`src/rtl/muldiv_sequencer.sv`:
```
// Iterative 32-cycle multiply/divide unit with architectural HI/LO registers.
// Serves mult/multu/div/divu plus mfhi/mflo/mthi/mtlo beside the EX-stage ALU.
module muldiv_sequencer #(
   parameter int ITER = 32
) (
   input  logic        clk,
   input  logic        reset,
   input  logic        start,
   input  logic [1:0]  op,
   input  logic [31:0] rs_val,
   input  logic [31:0] rt_val,
   input  logic        mf_req,
   input  logic        mt_we,
   input  logic        hl_sel,
   output logic [31:0] mf_data,
   output logic        stall,
   output logic        busy,
   output logic        done,
   output logic        div0,
   output logic [31:0] hi,
   output logic [31:0] lo
);

   localparam int CW = $clog2(ITER);

   typedef enum logic [1:0] {
      IDLE = 2'd0,
      CALC = 2'd1,
      FIN  = 2'd2
   } state_e;

   state_e        state_q;
   logic [CW-1:0] cnt_q;
   logic [63:0]   acc_q;
   logic [31:0]   opb_q;
   logic [31:0]   rs_q;
   logic          is_div_q;
   logic          qneg_q;
   logic          rneg_q;
   logic          dz_q;
   logic [31:0]   hi_q;
   logic [31:0]   lo_q;
   logic          busy_q;
   logic          done_q;
   logic          div0_q;

   logic          signed_op;
   logic [31:0]   rs_mag;
   logic [31:0]   rt_mag;
   logic [32:0]   mul_sum;
   logic [32:0]   div_rsh;
   logic [32:0]   div_diff;
   logic [63:0]   acc_d;
   logic [63:0]   prod_fix;
   logic [31:0]   quo_fix;
   logic [31:0]   rem_fix;
   logic [31:0]   hi_d;
   logic [31:0]   lo_d;

   // Signed ops run on magnitudes; the sign is restored in FIN.
   always_comb begin
      signed_op = ~op[0];
      rs_mag    = (signed_op && rs_val[31]) ? -rs_val : rs_val;
      rt_mag    = (signed_op && rt_val[31]) ? -rt_val : rt_val;
   end

   // acc holds {partial, multiplier} for mul and {remainder, quotient} for div.
   always_comb begin
      mul_sum  = {1'b0, acc_q[63:32]} + (acc_q[0] ? {1'b0, opb_q} : 33'd0);
      div_rsh  = acc_q[63:31];
      div_diff = div_rsh - {1'b0, opb_q};
      if (is_div_q) begin
         acc_d = div_diff[32] ? {div_rsh[31:0], acc_q[30:0], 1'b0}
                              : {div_diff[31:0], acc_q[30:0], 1'b1};
      end else begin
         acc_d = {mul_sum, acc_q[31:1]};
      end
   end

   // NOTE: every variable gets a value on every path here, so no latch is inferred.
   always_comb begin
      prod_fix = qneg_q ? -acc_q : acc_q;
      quo_fix  = qneg_q ? -acc_q[31:0] : acc_q[31:0];
      rem_fix  = rneg_q ? -acc_q[63:32] : acc_q[63:32];
      hi_d     = prod_fix[63:32];
      lo_d     = prod_fix[31:0];
      if (dz_q) begin
         hi_d = rs_q;
         lo_d = 32'hFFFF_FFFF;
      end else if (is_div_q) begin
         hi_d = rem_fix;
         lo_d = quo_fix;
      end
   end

   // NOTE: reset is synchronous, so it lives inside the clocked block; state uses <= only.
   always_ff @(posedge clk) begin
      if (reset) begin
         state_q  <= IDLE;
         cnt_q    <= '0;
         acc_q    <= '0;
         opb_q    <= '0;
         rs_q     <= '0;
         is_div_q <= 1'b0;
         qneg_q   <= 1'b0;
         rneg_q   <= 1'b0;
         dz_q     <= 1'b0;
         hi_q     <= '0;
         lo_q     <= '0;
         busy_q   <= 1'b0;
         done_q   <= 1'b0;
         div0_q   <= 1'b0;
      end else begin
         done_q <= 1'b0;
         unique case (state_q)
            IDLE: begin
               if (start) begin
                  state_q  <= CALC;
                  busy_q   <= 1'b1;
                  cnt_q    <= '0;
                  acc_q    <= {32'd0, rs_mag};
                  opb_q    <= rt_mag;
                  rs_q     <= rs_val;
                  is_div_q <= op[1];
                  qneg_q   <= signed_op & (rs_val[31] ^ rt_val[31]);
                  rneg_q   <= signed_op & rs_val[31];
                  dz_q     <= op[1] & (rt_val == 32'd0);
               end else if (mt_we) begin
                  if (hl_sel) hi_q <= rs_val;
                  else        lo_q <= rs_val;
               end
            end
            CALC: begin
               acc_q <= acc_d;
               cnt_q <= cnt_q + 1'b1;
               if (cnt_q == CW'(ITER - 1)) begin
                  state_q <= FIN;
                  busy_q  <= 1'b0;
               end
            end
            FIN: begin
               hi_q    <= hi_d;
               lo_q    <= lo_d;
               done_q  <= 1'b1;
               div0_q  <= div0_q | dz_q;
               state_q <= IDLE;
            end
            default: state_q <= IDLE;
         endcase
      end
   end

   assign stall   = busy_q | (state_q == FIN) |
                    ((start | mf_req | mt_we) & (state_q != IDLE));
   assign mf_data = hl_sel ? hi_q : lo_q;
   assign busy    = busy_q;
   assign done    = done_q;
   assign div0    = div0_q;
   assign hi      = hi_q;
   assign lo      = lo_q;

endmodule

```
`config.mk`:
```
export PLATFORM = sky130hd
export DESIGN_NAME = muldiv_sequencer
export DESIGN_NICKNAME = d
export VERILOG_FILES = /design/src/rtl/muldiv_sequencer.sv
export SDC_FILE = /design/constraint.sdc
export NUM_CORES = 1
export LEC_CHECK = 0
export CORE_AREA = 3 3 205 207
export CTS_CLUSTER_DIAMETER = 100
export DETAILED_ROUTE_END_ITERATION = 6
export DIE_AREA = 0 0 208 210
export PLACE_DENSITY = 0.62
export SLEW_MARGIN = 5
export SYNTH_ARGS = -nofsm -noshare
export SYNTH_HDL_FRONTEND = slang
export SYNTH_SLANG_ARGS = --single-unit
```
`constraint.sdc`:
```
create_clock -name clk -period 11 [get_ports clk]
set_clock_uncertainty 0.2 [all_clocks]
set_input_delay 2.2 -clock clk [delete_from_list [all_inputs] [get_ports clk]]
set_output_delay 2.2 -clock clk [all_outputs]
set_load 0.01 [all_outputs]
```
# Yosys cells after proc, flatten, opt, wreduce, memory -nomap -nowiden
# Index checks and enable logic that the tools add are counted.
[word_totals]
latchBits = 0
ramBits = 0
inputBits = 72
romBits = 0
regBits = 206
memories = 0
[op_classes]
n_reduce_logical = 13
n_eq_ne = 9
n_shift = 0
muxes = 32
div_mod_pow = 0
multipliers = 0
magnitude_cmp = 0
addsub = 8
n_bitwise = 11
[ops]
columns = ["operator", "count"]
rows = [
  ["2-to-1 mux 32 bit", 16],
  ["2-to-1 mux 64 bit", 4],
  ["negation 32 bit", 4],
  ["case mux 32 bit (2 select lines)", 2],
  ["case mux 64 bit (2 select lines)", 1],
  ["negation 64 bit", 1],
  ["adder 32 x 32 -> 33 bit", 1],
  ["subtractor 33 x 32 -> 33 bit", 1],
  ["zero test 32 bit", 1],
  ["inequality test 2 bit, second input constant", 6],
  ["case mux 5 bit (2 select lines)", 1],
  ["AND reduction 4 bit", 2],
  ["AND reduction 2 bit", 3],
  ["nonzero test 2 bit", 3],
  ["adder 5 x 1 -> 5 bit, second input constant", 1],
  ["== test 5 bit, second input constant", 1],
  ["2-to-1 mux 5 bit", 1],
  ["bitwise OR 1 bit", 5],
  ["AND 1 bit", 4],
  ["2-to-1 mux 2 bit", 2],
  ["case mux 2 bit (2 select lines)", 1],
  ["2-to-1 mux 1 bit", 3],
  ["AND reduction 3 bit", 1],
  ["== test 2 x 1 -> 1 bit, second input constant", 1],
  ["other kinds (6)", 7],
]

# Logic depth before layout (Yosys ltp)
# Gate-level depths: netlist of the first run.
[depth]
depth_word = 5
mapped_depth = 15
ltp_nobuf = 13

# Worst setup path after synthesis of the first run
# OpenSTA, ideal clock, no wires.
[synth_timing]
path_kind = "in2out"
from = "input port hl_sel"
to = "output port mf_data[10]"
n_path_buf = 2
arrival_ps = 3150
path_slack_ps = 5450
cell_stages = 3
cell_sequence = "clkbuf_1 -> clkbuf_1 -> mux2_2"
[synth_between]
elab_chain_len = 1
[synth_lines]
columns = ["item", "line_no", "rtl"]
rows = [
  ["start: declaration", "14", "input logic hl_sel,"],
  ["2-to-1 mux 32 bit", "155", "assign mf_data = hl_sel ? hi_q : lo_q;"],
  ["end: declaration", "15", "output logic [31:0] mf_data,"],
]
# No other way between the ends.

# Worst setup path after layout of the first run
[layout_timing]
from = "input port hl_sel"
to = "output port mf_data[5]"
# Same word-level chain as after synthesis.

==> results.json, run 1 <==
{
  "antenna_found_initial": 1,
  "row_count": 74,
  "avgSynthCellArea_um2": 7.45,
  "setup_viol": 0,
  "grt_setup_unrepaired": "no",
  "ys_top_cells_by_area": "dfxtp_1, nand2_1, nor2_1",
  "crit_top_cell": "clkdlybuf4s50_1",
  "powerDensity_nw_per_um2": 126,
  "cp.arrival_ns": 3.92,
  "cts_resized": 0,
  "syn_area_um2": 16000,
  "max_cap_violations": 0,
  "synth_fp_nets": 2296,
  "synth_top_family_by_area": "compound AO/OA/AOI/OAI gates",
  "nNetsFinal": 2367,
  "clk_latency_ns": 0.56,
  "slowest_stage": "clkdlybuf4s50_1",
  "post-dp-hpwl_um": 43800,
  "grt_overflow": 0,
  "final_cells": 2773,
  "worstHoldPathCells": 2,
  "yosysMostFrequentCell": "nand2_1",
  "routed_wl_um": 59100,
  "status": "finished clean",
  "synth_top_area_share_pct": 25.7,
  "hold_viol": 0,
  "netlist_instances": 2152,
  "fin_crit_ns": 6.32,
  "ys_seq_elements": 206,
  "dr.pass1.iters": 6,
  "final_cell_area_um2": 18900,
  "place_ws_ns": 4.66,
  "io_pins": 172,
  "num_vias": 16526,
  "cp-end-kind": "primary output",
  "netlist_top_cells_count": "nand2_1, nor2_1, dfxtp_1",
  "start_kind": "input pin",
  "drtIter0Drc": 1416,
  "synth_compound_gate_area_share_pct": 26.9,
  "cts_root_buf": "clkbuf_16",
  "htreeDepth": 1,
  "synthFlopType": "dfxtp_1",
  "post-cts-setup-buffers": 0,
  "required_ns": 8.60,
  "relSlewSlack_pct": 24.4,
  "ant_nets": 0,
  "port_buffers": 171,
  "p_leak_uw": 0.00713,
  "place.gp.congestion": 0.956,
  "yosys_warnings": 0,
  "synth_edf_count": 0,
  "die_y_um": 210,
  "cts_tree": "yes",
  "cp_max_fo": 34,
  "grtUsageTotal_pct": 25.9,
  "numCtsBuffers": 26,
  "synthMuxAreaShare_pct": 5.59,
  "synth_largest_area_cell": "dfxtp_1",
  "via_per_inst": 5.96,
  "clk_path_buf_depth": 3,
  "area_growth_pct": 18.1,
  "placed_cell_area_um2": 18000,
  "core_area_um2": 40600,
  "synth-simple-area-share_pct": 22.2,
  "route.detailed.drc": 0,
  "fin_tns_setup_ns": 0,
  "drive_above_1_share_pct": 6.07,
  "hold_path.class": "reg2reg",
  "yosys.cell_types.count": 87,
  "start_util_pct": 39.5,
  "grt_pass1_wl_um": 92200,
  "die_width_um": 208,
  "async_flop_share_pct": 0,
  "dieArea_um2": 43700,
  "post-route-period-util_pct": 57.5,
  "synthAdderAreaFrac_pct": 5.71,
  "grt_max_degree": 83,
  "path_clk_slew_ns": 0.06,
  "r2r_cells": 12,
  "cpPeakStageDelay_ns": 0.49,
  "report.final.slew_viol_count": 0,
  "post_drt_wl_per_cell_um": 21.3,
  "place_inst": 2727,
  "cp_cell_sequence": "clkdlybuf4s50_1 -> buf_4 -> mux2_2 -> clkdlybuf4s50_1",
  "vdd_ir_drop_max_mv": 0.0928,
  "synthXorXnorAreaFrac_pct": 8.68,
  "max_clock_freq_mhz": 158,
  "yosysSeqAreaShare_pct": 25.7,
  "crit_type": "in2out",
  "clock-sinks": 206,
  "hold_buffers": 0,
  "whs_ns": 0.254,
  "layout_setup_ws_ns": 4.68,
  "max_slew.worst_pin.slew_ns": 1.13,
  "grt_pass1_vias": 15711
}
-- registers in the layout (all words and copies together), names as in the netlist --
name	cells
busy	1
state_q	2
done	1
rs_q	32
dz_q	1
div0	1
lo	32
opb_q	32
cnt_q	5
acc_q	64
qneg_q	1
hi	32
rneg_q	1
is_div_q	1
-- power breakdown --
part / internal (µW) / leakage, µW / switching [µW]
combinational: 250 / 0.00501 / 369
clock: 554 / 0.000432 / 356
sequential: 792 / 0.00169 / 61.9
total: 1600 / 0.00713 / 786
-- cells in the final DEF (no fill, tap or decap), types with 10 or more instances in the layout --
master / n
a21o_1: 40
nor2b_1: 20
a211oi_1: 90
a2111oi_0: 11
inv_1: 62
a22oi_1: 18
a21oi_1: 176
nor2_1: 240
xnor2_1: 104
o31ai_1: 28
clkbuf_16: 26
buf_4: 24
or4_1: 12
o21ai_0: 113
nand4_1: 17
mux2i_1: 49
and2_1: 10
nand2_1: 247
nor3_1: 51
mux2_2: 36
a311oi_1: 42
nand3_1: 30
xor2_1: 55
and3_1: 15
nand2b_1: 21
o211ai_1: 21
or3_1: 30
o41ai_1: 10
nor4_1: 19
o21a_1: 11
clkdlybuf4s50_1: 170
dfxtp_1: 205
ha_1: 70
-- final cells by class --
type                       instances  area (µm²)
fill                            4028       21600
multi-input combinational       1731       11100
sequential                       206        4130
timing repair buffer             195        1890
clock buffer                      36         728
tap                              532         666
inverter                          63         236
clock inverter                     9         163
antenna                            1        2.50
-- critical path: cells and delay by family --
kind,cells,cell delay (ns)
multiplexers,1,0.38
buffers and inverters,3,1.33
-- per-layer routing --
metal	vias up	track usage, %	share of wire (%)
li1	7958	-	-
met1	7826	35.7	44
met2	640	42.4	45
met3	102	3.04	6.6
met4	0	8.86	3.7
met5	-	0	0
-- path summary, 6_finish.rpt --
check / from / endpoint / slack [ns]
max: hl_sel / mf_data[5] / 4.68
min: rs_q[5] / rs_q[5] / 0.25
max reg2reg: acc_q[0] / acc_q[59] / 6.57
min reg2reg: rs_q[5] / rs_q[5] / 0.25
-- kinds of logic after synthesis --
group	Yosys count
simple gates	762
compound gates	653
buf+inv	215
flops	206
xor+xnor	159
mux	85
fa+ha+maj	72
-- stage by stage --
| stage | util (%) | total power [µW] |
|---|---|---|
| 2_1_floorplan | - | 1260 |
| 4_1_cts | 46.7 | 2390 |
| 3_3_place_gp | 44.5 | 1470 |
| 6_report | 46.7 | 2380 |
| 3_5_place_dp | 44.5 | 1480 |
| 5_1_grt | 46.7 | 2490 |
No activity file was read; power rests on OpenSTA's default activity.
==> run 2, diff against run 1 <==
- PLACE_DENSITY: 0.62 -> 0.64
- clock period: 11 -> 5.6 ns (I/O delays scaled with it)
==> run 2 against run 1 <==
Non-clock buffer count unchanged. Flip-flop and latch count is the same. Critical endpoint is now mf_data[19]. Hold slack lost 0.0028 ns. Largest cell class unchanged. Critical path type unchanged.
==> results.json, run 2 (synthesized netlist as in run 1, its figures left out) <==
{
  "post-route-period-util_pct": 74.5,
  "crit_path_start": "hl_sel",
  "seqCellArea_um2": 4130,
  "timing.rr.end": "acc_q[56]",
  "relSlewSlack_pct": 19.8,
  "p_clk_share_pct": 36.4,
  "report.final.slew_viol_count": 0,
  "worstHoldPathCells": 2,
  "route.detailed.drc": 0,
  "antenna_found_initial": 0,
  "grt_pass1_wl_um": 92700,
  "cp.arrival_ns": 2.85,
  "port_buffers": 171,
  "drive_above_1_share_pct": 6.12,
  "area_growth_pct": 17.8,
  "io_pins": 172,
  "numCtsBuffers": 25,
  "final_cell_mix": "nand2_1, nor2_1, dfxtp_1, a21oi_1, clkdlybuf4s50_1",
  "setup_viol": 0,
  "placed_cell_area_um2": 18100,
  "status": "finished clean",
  "power_switching_uw": 1540,
  "r2r-start": "acc_q[32]",
  "layout_setup_ws_ns": 1.43,
  "grt_max_degree": 109,
  "nFillCells": 4090,
  "start_kind": "input pin",
  "final_core_util_pct": 46.6,
  "post-dp-hpwl_um": 44400,
  "hold_viol": 0,
  "min_to": "rs_q[22]",
  "clock-sinks": 206,
  "diodes": 0,
  "crit_type": "in2out",
  "fin_tns_setup_ns": 0,
  "hold_path.class": "reg2reg",
  "max_slew.worst_pin.slew_ns": 1.20,
  "cts_tree": "yes",
  "grtUsageTotal_pct": 26.1,
  "post-cts-setup-buffers": 0,
  "grt_pass1_vias": 15967,
  "dr.pass1.iters": 7,
  "hold_buffers": 0,
  "htreeDepth": 1,
  "internal_power_uw": 3020,
  "top_register": "acc_q",
  "post_drt_wl_per_cell_um": 21.5,
  "max_clock_freq_mhz": 240,
  "seqPwrFrac_pct": 36.9,
  "combPwrFrac_pct": 26.8,
  "place.gp.congestion": 0.979,
  "cp_max_fo": 34,
  "place_ws_ns": 1.07,
  "multi_input_area_um2": 11100,
  "nNetsFinal": 2366,
  "grt_setup_unrepaired": "no",
  "p_sw_share_pct": 33.8,
  "clk_path_buf_depth": 3,
  "r2r_cells": 12,
  "max_cap_violations": 0,
  "drtIter0Drc": 1340,
  "clk_latency_ns": 0.57,
  "layout_commonest_cell": "nand2_1",
  "fin_crit_ns": 4.17,
  "routed_wl_um": 59500,
  "die_width_um": 208,
  "die_y_um": 210,
  "start_util_pct": 39.5,
  "powerDensity_nw_per_um2": 241,
  "ant_nets": 0,
  "holdCritStartpoint": "rs_q[22]",
  "cp-end-kind": "primary output",
  "largest_reg_flops": 64,
  "r2r_slack_ns": 1.48,
  "required_ns": 4.28,
  "num_vias": 16574,
  "dieArea_um2": 43700,
  "path_clk_slew_ns": 0.06,
  "p_leak_uw": 0.00711,
  "whs_ns": 0.251,
  "cts_root_buf": "clkbuf_16",
  "core_area_um2": 40600,
  "vdd_ir_drop_max_mv": 0.211,
  "cts_resized": 0,
  "grt_overflow": 0,
  "via_per_inst": 5.98,
  "final_cell_area_um2": 18900,
  "row_count": 74
}
[run 2: layout make-up]
class	instances	share of cell area, %
multi-input cells	1731	58.9
flip-flops and latches	206	21.8
repair buffers	195	10.2
clock buffers	34	3.70
well taps	532	3.52
inverters	63	1.25
clock inverters	11	0.662
[run 2: worst max-delay path, cell delays in order]
cell and delay (ns):
clkdlybuf4s50_1 0.45, buf_4 0.38, mux2_2 0.39, clkdlybuf4s50_1 0.50
[run 2: how the worst max path moves through the flow]
stage	endpoint	slack, ns
CTS	mf_data[19]	1.40
global placement	opb_q[25]	1.21
global route	acc_q[56]	1.27
detailed placement	acc_q[20]	1.07
finish	mf_data[19]	1.43
floorplan	acc_q[27]	1.97
[run 2: stage by stage]
stage	cells	total power [µW]
4_1_cts	2772	4570
5_1_grt	2772	4770
3_5_place_dp	2727	2910
6_report	2772	4560
3_3_place_gp	2727	2900
2_1_floorplan	2152	2480
[run 2: layer usage]
metal / routed length, µm / share of wire, % / vias up / global-route usage [%]
met5: 0 / 0 / - / 0
met4: 2600 / 4.4 / 0 / 10.7
met3: 3630 / 6.1 / 119 / 2.98
met2: 27000 / 45 / 650 / 43.2
met1: 26200 / 44 / 7843 / 34.9
li1: - / - / 7962 / -
[run 2: power by group through the flow]
| stage | Combinational (µW) | Sequential (µW) | Clock, µW |
|---|---|---|---|
| 2_1_floorplan | 826 | 1650 | 0 |
| 3_3_place_gp | 1190 | 1710 | 0 |
| 3_5_place_dp | 1200 | 1710 | 0 |
| 4_1_cts | 1210 | 1680 | 1680 |
| 5_1_grt | 1330 | 1690 | 1740 |
| 6_report | 1220 | 1680 | 1660 |
==> run 3, diff against run 2 <==
- clock period: 5.6 -> 3.8 ns (I/O delays scaled with it)
==> run 3 against run 2 <==
First-iteration DRC count increased by 12%. Die area stayed put. Wire length up 2.1%. Sequential power up 45%. Combinational power increased by 61%. Highest routed layer unchanged. Critical path depth grew 10. Total power grew 49%. Sequential share of layout area decreased by 0.98 points.
==> results.json, run 3 (synthesized netlist as in run 1, its figures left out) <==
{
  "required_ns": 4.07,
  "grt_pass1_vias": 16421,
  "cp.arrival_ns": 3.95,
  "ant_nets": 0,
  "start_util_pct": 39.5,
  "largest_reg_flops": 64,
  "die_width_um": 208,
  "grt_setup_unrepaired": "no",
  "min_to": "rs_q[30]",
  "timing.rr.end": "acc_q[59]",
  "grtUsageTotal_pct": 26.7,
  "dieArea_um2": 43700,
  "holdCritStartpoint": "rs_q[30]",
  "route.detailed.drc": 0,
  "place_inst": 2834,
  "cp-end-kind": "flop",
  "final_core_util_pct": 48.8,
  "max_clock_freq_mhz": 272,
  "io_pins": 172,
  "worstHoldPathCells": 2,
  "powerDensity_nw_per_um2": 345,
  "final_cell_area_um2": 19800,
  "htreeDepth": 1,
  "via_per_inst": 5.96,
  "clock-sinks": 206,
  "grt_max_degree": 119,
  "fin_tns_setup_ns": 0,
  "hold_viol": 0,
  "cts_root_buf": "clkbuf_16",
  "die_y_um": 210,
  "cp_max_fo": 7,
  "path_clk_slew_ns": 0.06,
  "post-cts-setup-buffers": 0,
  "grt_overflow": 0,
  "diodes": 0,
  "vdd_ir_drop_max_mv": 0.311,
  "max_cap_violations": 0,
  "setup_viol": 0,
  "grt_pass1_wl_um": 94600,
  "totalPowerFinal_uw": 6820,
  "nNetsFinal": 2473,
  "row_count": 74,
  "post-route-period-util_pct": 96.9,
  "area_growth_pct": 23.3,
  "final_cells": 2878,
  "fin_crit_ns": 3.68,
  "port_buffers": 171,
  "clk_latency_ns": 0.56,
  "antenna_found_initial": 0,
  "post_drt_wl_per_cell_um": 21.1,
  "r2r_cells": 14,
  "hold_path.class": "reg2reg",
  "num_vias": 17161,
  "routed_wl_um": 60800,
  "post-dp-hpwl_um": 46200,
  "numCtsBuffers": 25,
  "final_cell_mix": "nand2_1, nor2_1, dfxtp_1, a21oi_1, clkdlybuf4s50_1",
  "core_area_um2": 40600,
  "dr.pass1.iters": 6,
  "clk_path_buf_depth": 3,
  "status": "finished clean",
  "r2r_slack_ns": 0.12,
  "layout_commonest_cell": "nand2_1",
  "drtIter0Drc": 1500,
  "relSlewSlack_pct": 22.6,
  "start_kind": "flop",
  "report.final.slew_viol_count": 0,
  "drive_above_1_share_pct": 10.4,
  "place.gp.congestion": 0.954,
  "placed_cell_area_um2": 18900,
  "p_leak_uw": 0.00766,
  "r2r-start": "acc_q[0]",
  "top_register": "acc_q",
  "max_slew.worst_pin.slew_ns": 1.16,
  "cts_tree": "yes",
  "crit_type": "reg2reg"
}
## run 3: power by group
part | switching (µW) | internal (µW) | leakage (µW)
Combinational | 1140 | 818 | 0.00557
Clock | 1000 | 1420 | 0.000405
Sequential | 145 | 2290 | 0.00169
## run 3: per-layer routing
metal	GRT usage (%)	vias to the layer above	part of all wire, %	wire length (µm)
li1	-	8184	-	-
met1	36.4	8137	44	26800
met2	43.5	730	45	27300
met3	3.30	110	7.1	4310
met4	9.93	0	3.9	2390
met5	0	-	0	0
## run 3: critical path, cell delays in order, from the launching register on
cell,delay (ns)
dfxtp_1,0.37
buf_4,0.18
and2_1,0.13
ha_1,0.20
inv_1,0.07
fa_1,0.40
nor2b_1,0.21
o31ai_2,0.12
a21oi_1,0.48
a211o_1,0.22
o22ai_1,0.10
o21a_1,0.25
xor2_1,0.17
a311o_1,0.35
a41oi_1,0.15
## run 3: stage by stage
stage               hold WS, ns  setup WS (ns)
floorplan                 0.229          0.364
global placement          0.239         0.0224
finish                    0.254          0.117
detailed placement        0.247       -0.00353
global route              0.272        0.00313
CTS                       0.256          0.174
## run 3: final cells by class
class	instances	area (µm²)
Clock buffer	38	744
Clock inverter	6	70.1
Fill cell	4060	20800
Inverter	63	240
Multi-Input combinational cell	1731	11100
Sequential cell	206	4130
Tap cell	532	666
Timing Repair Buffer	302	2800
## run 3: worst max path at each step
stage,start,endpoint,slack (ns),cells past startpoint
finish,acc_q[0],acc_q[59],0.12,14
floorplan,acc_q[0],acc_q[59],0.36,14
global placement,rs_val[14],acc_q[27],0.02,9
detailed placement,rs_val[9],acc_q[25],-0.004,8
CTS,acc_q[31],acc_q[56],0.17,14
global route,acc_q[0],acc_q[59],0.003,14
## run 3: repair_timing
item                                    CTS  global route
endpoints found under the setup margin    0             4
hold buffers                              0             0
gates resized for setup                   0             4
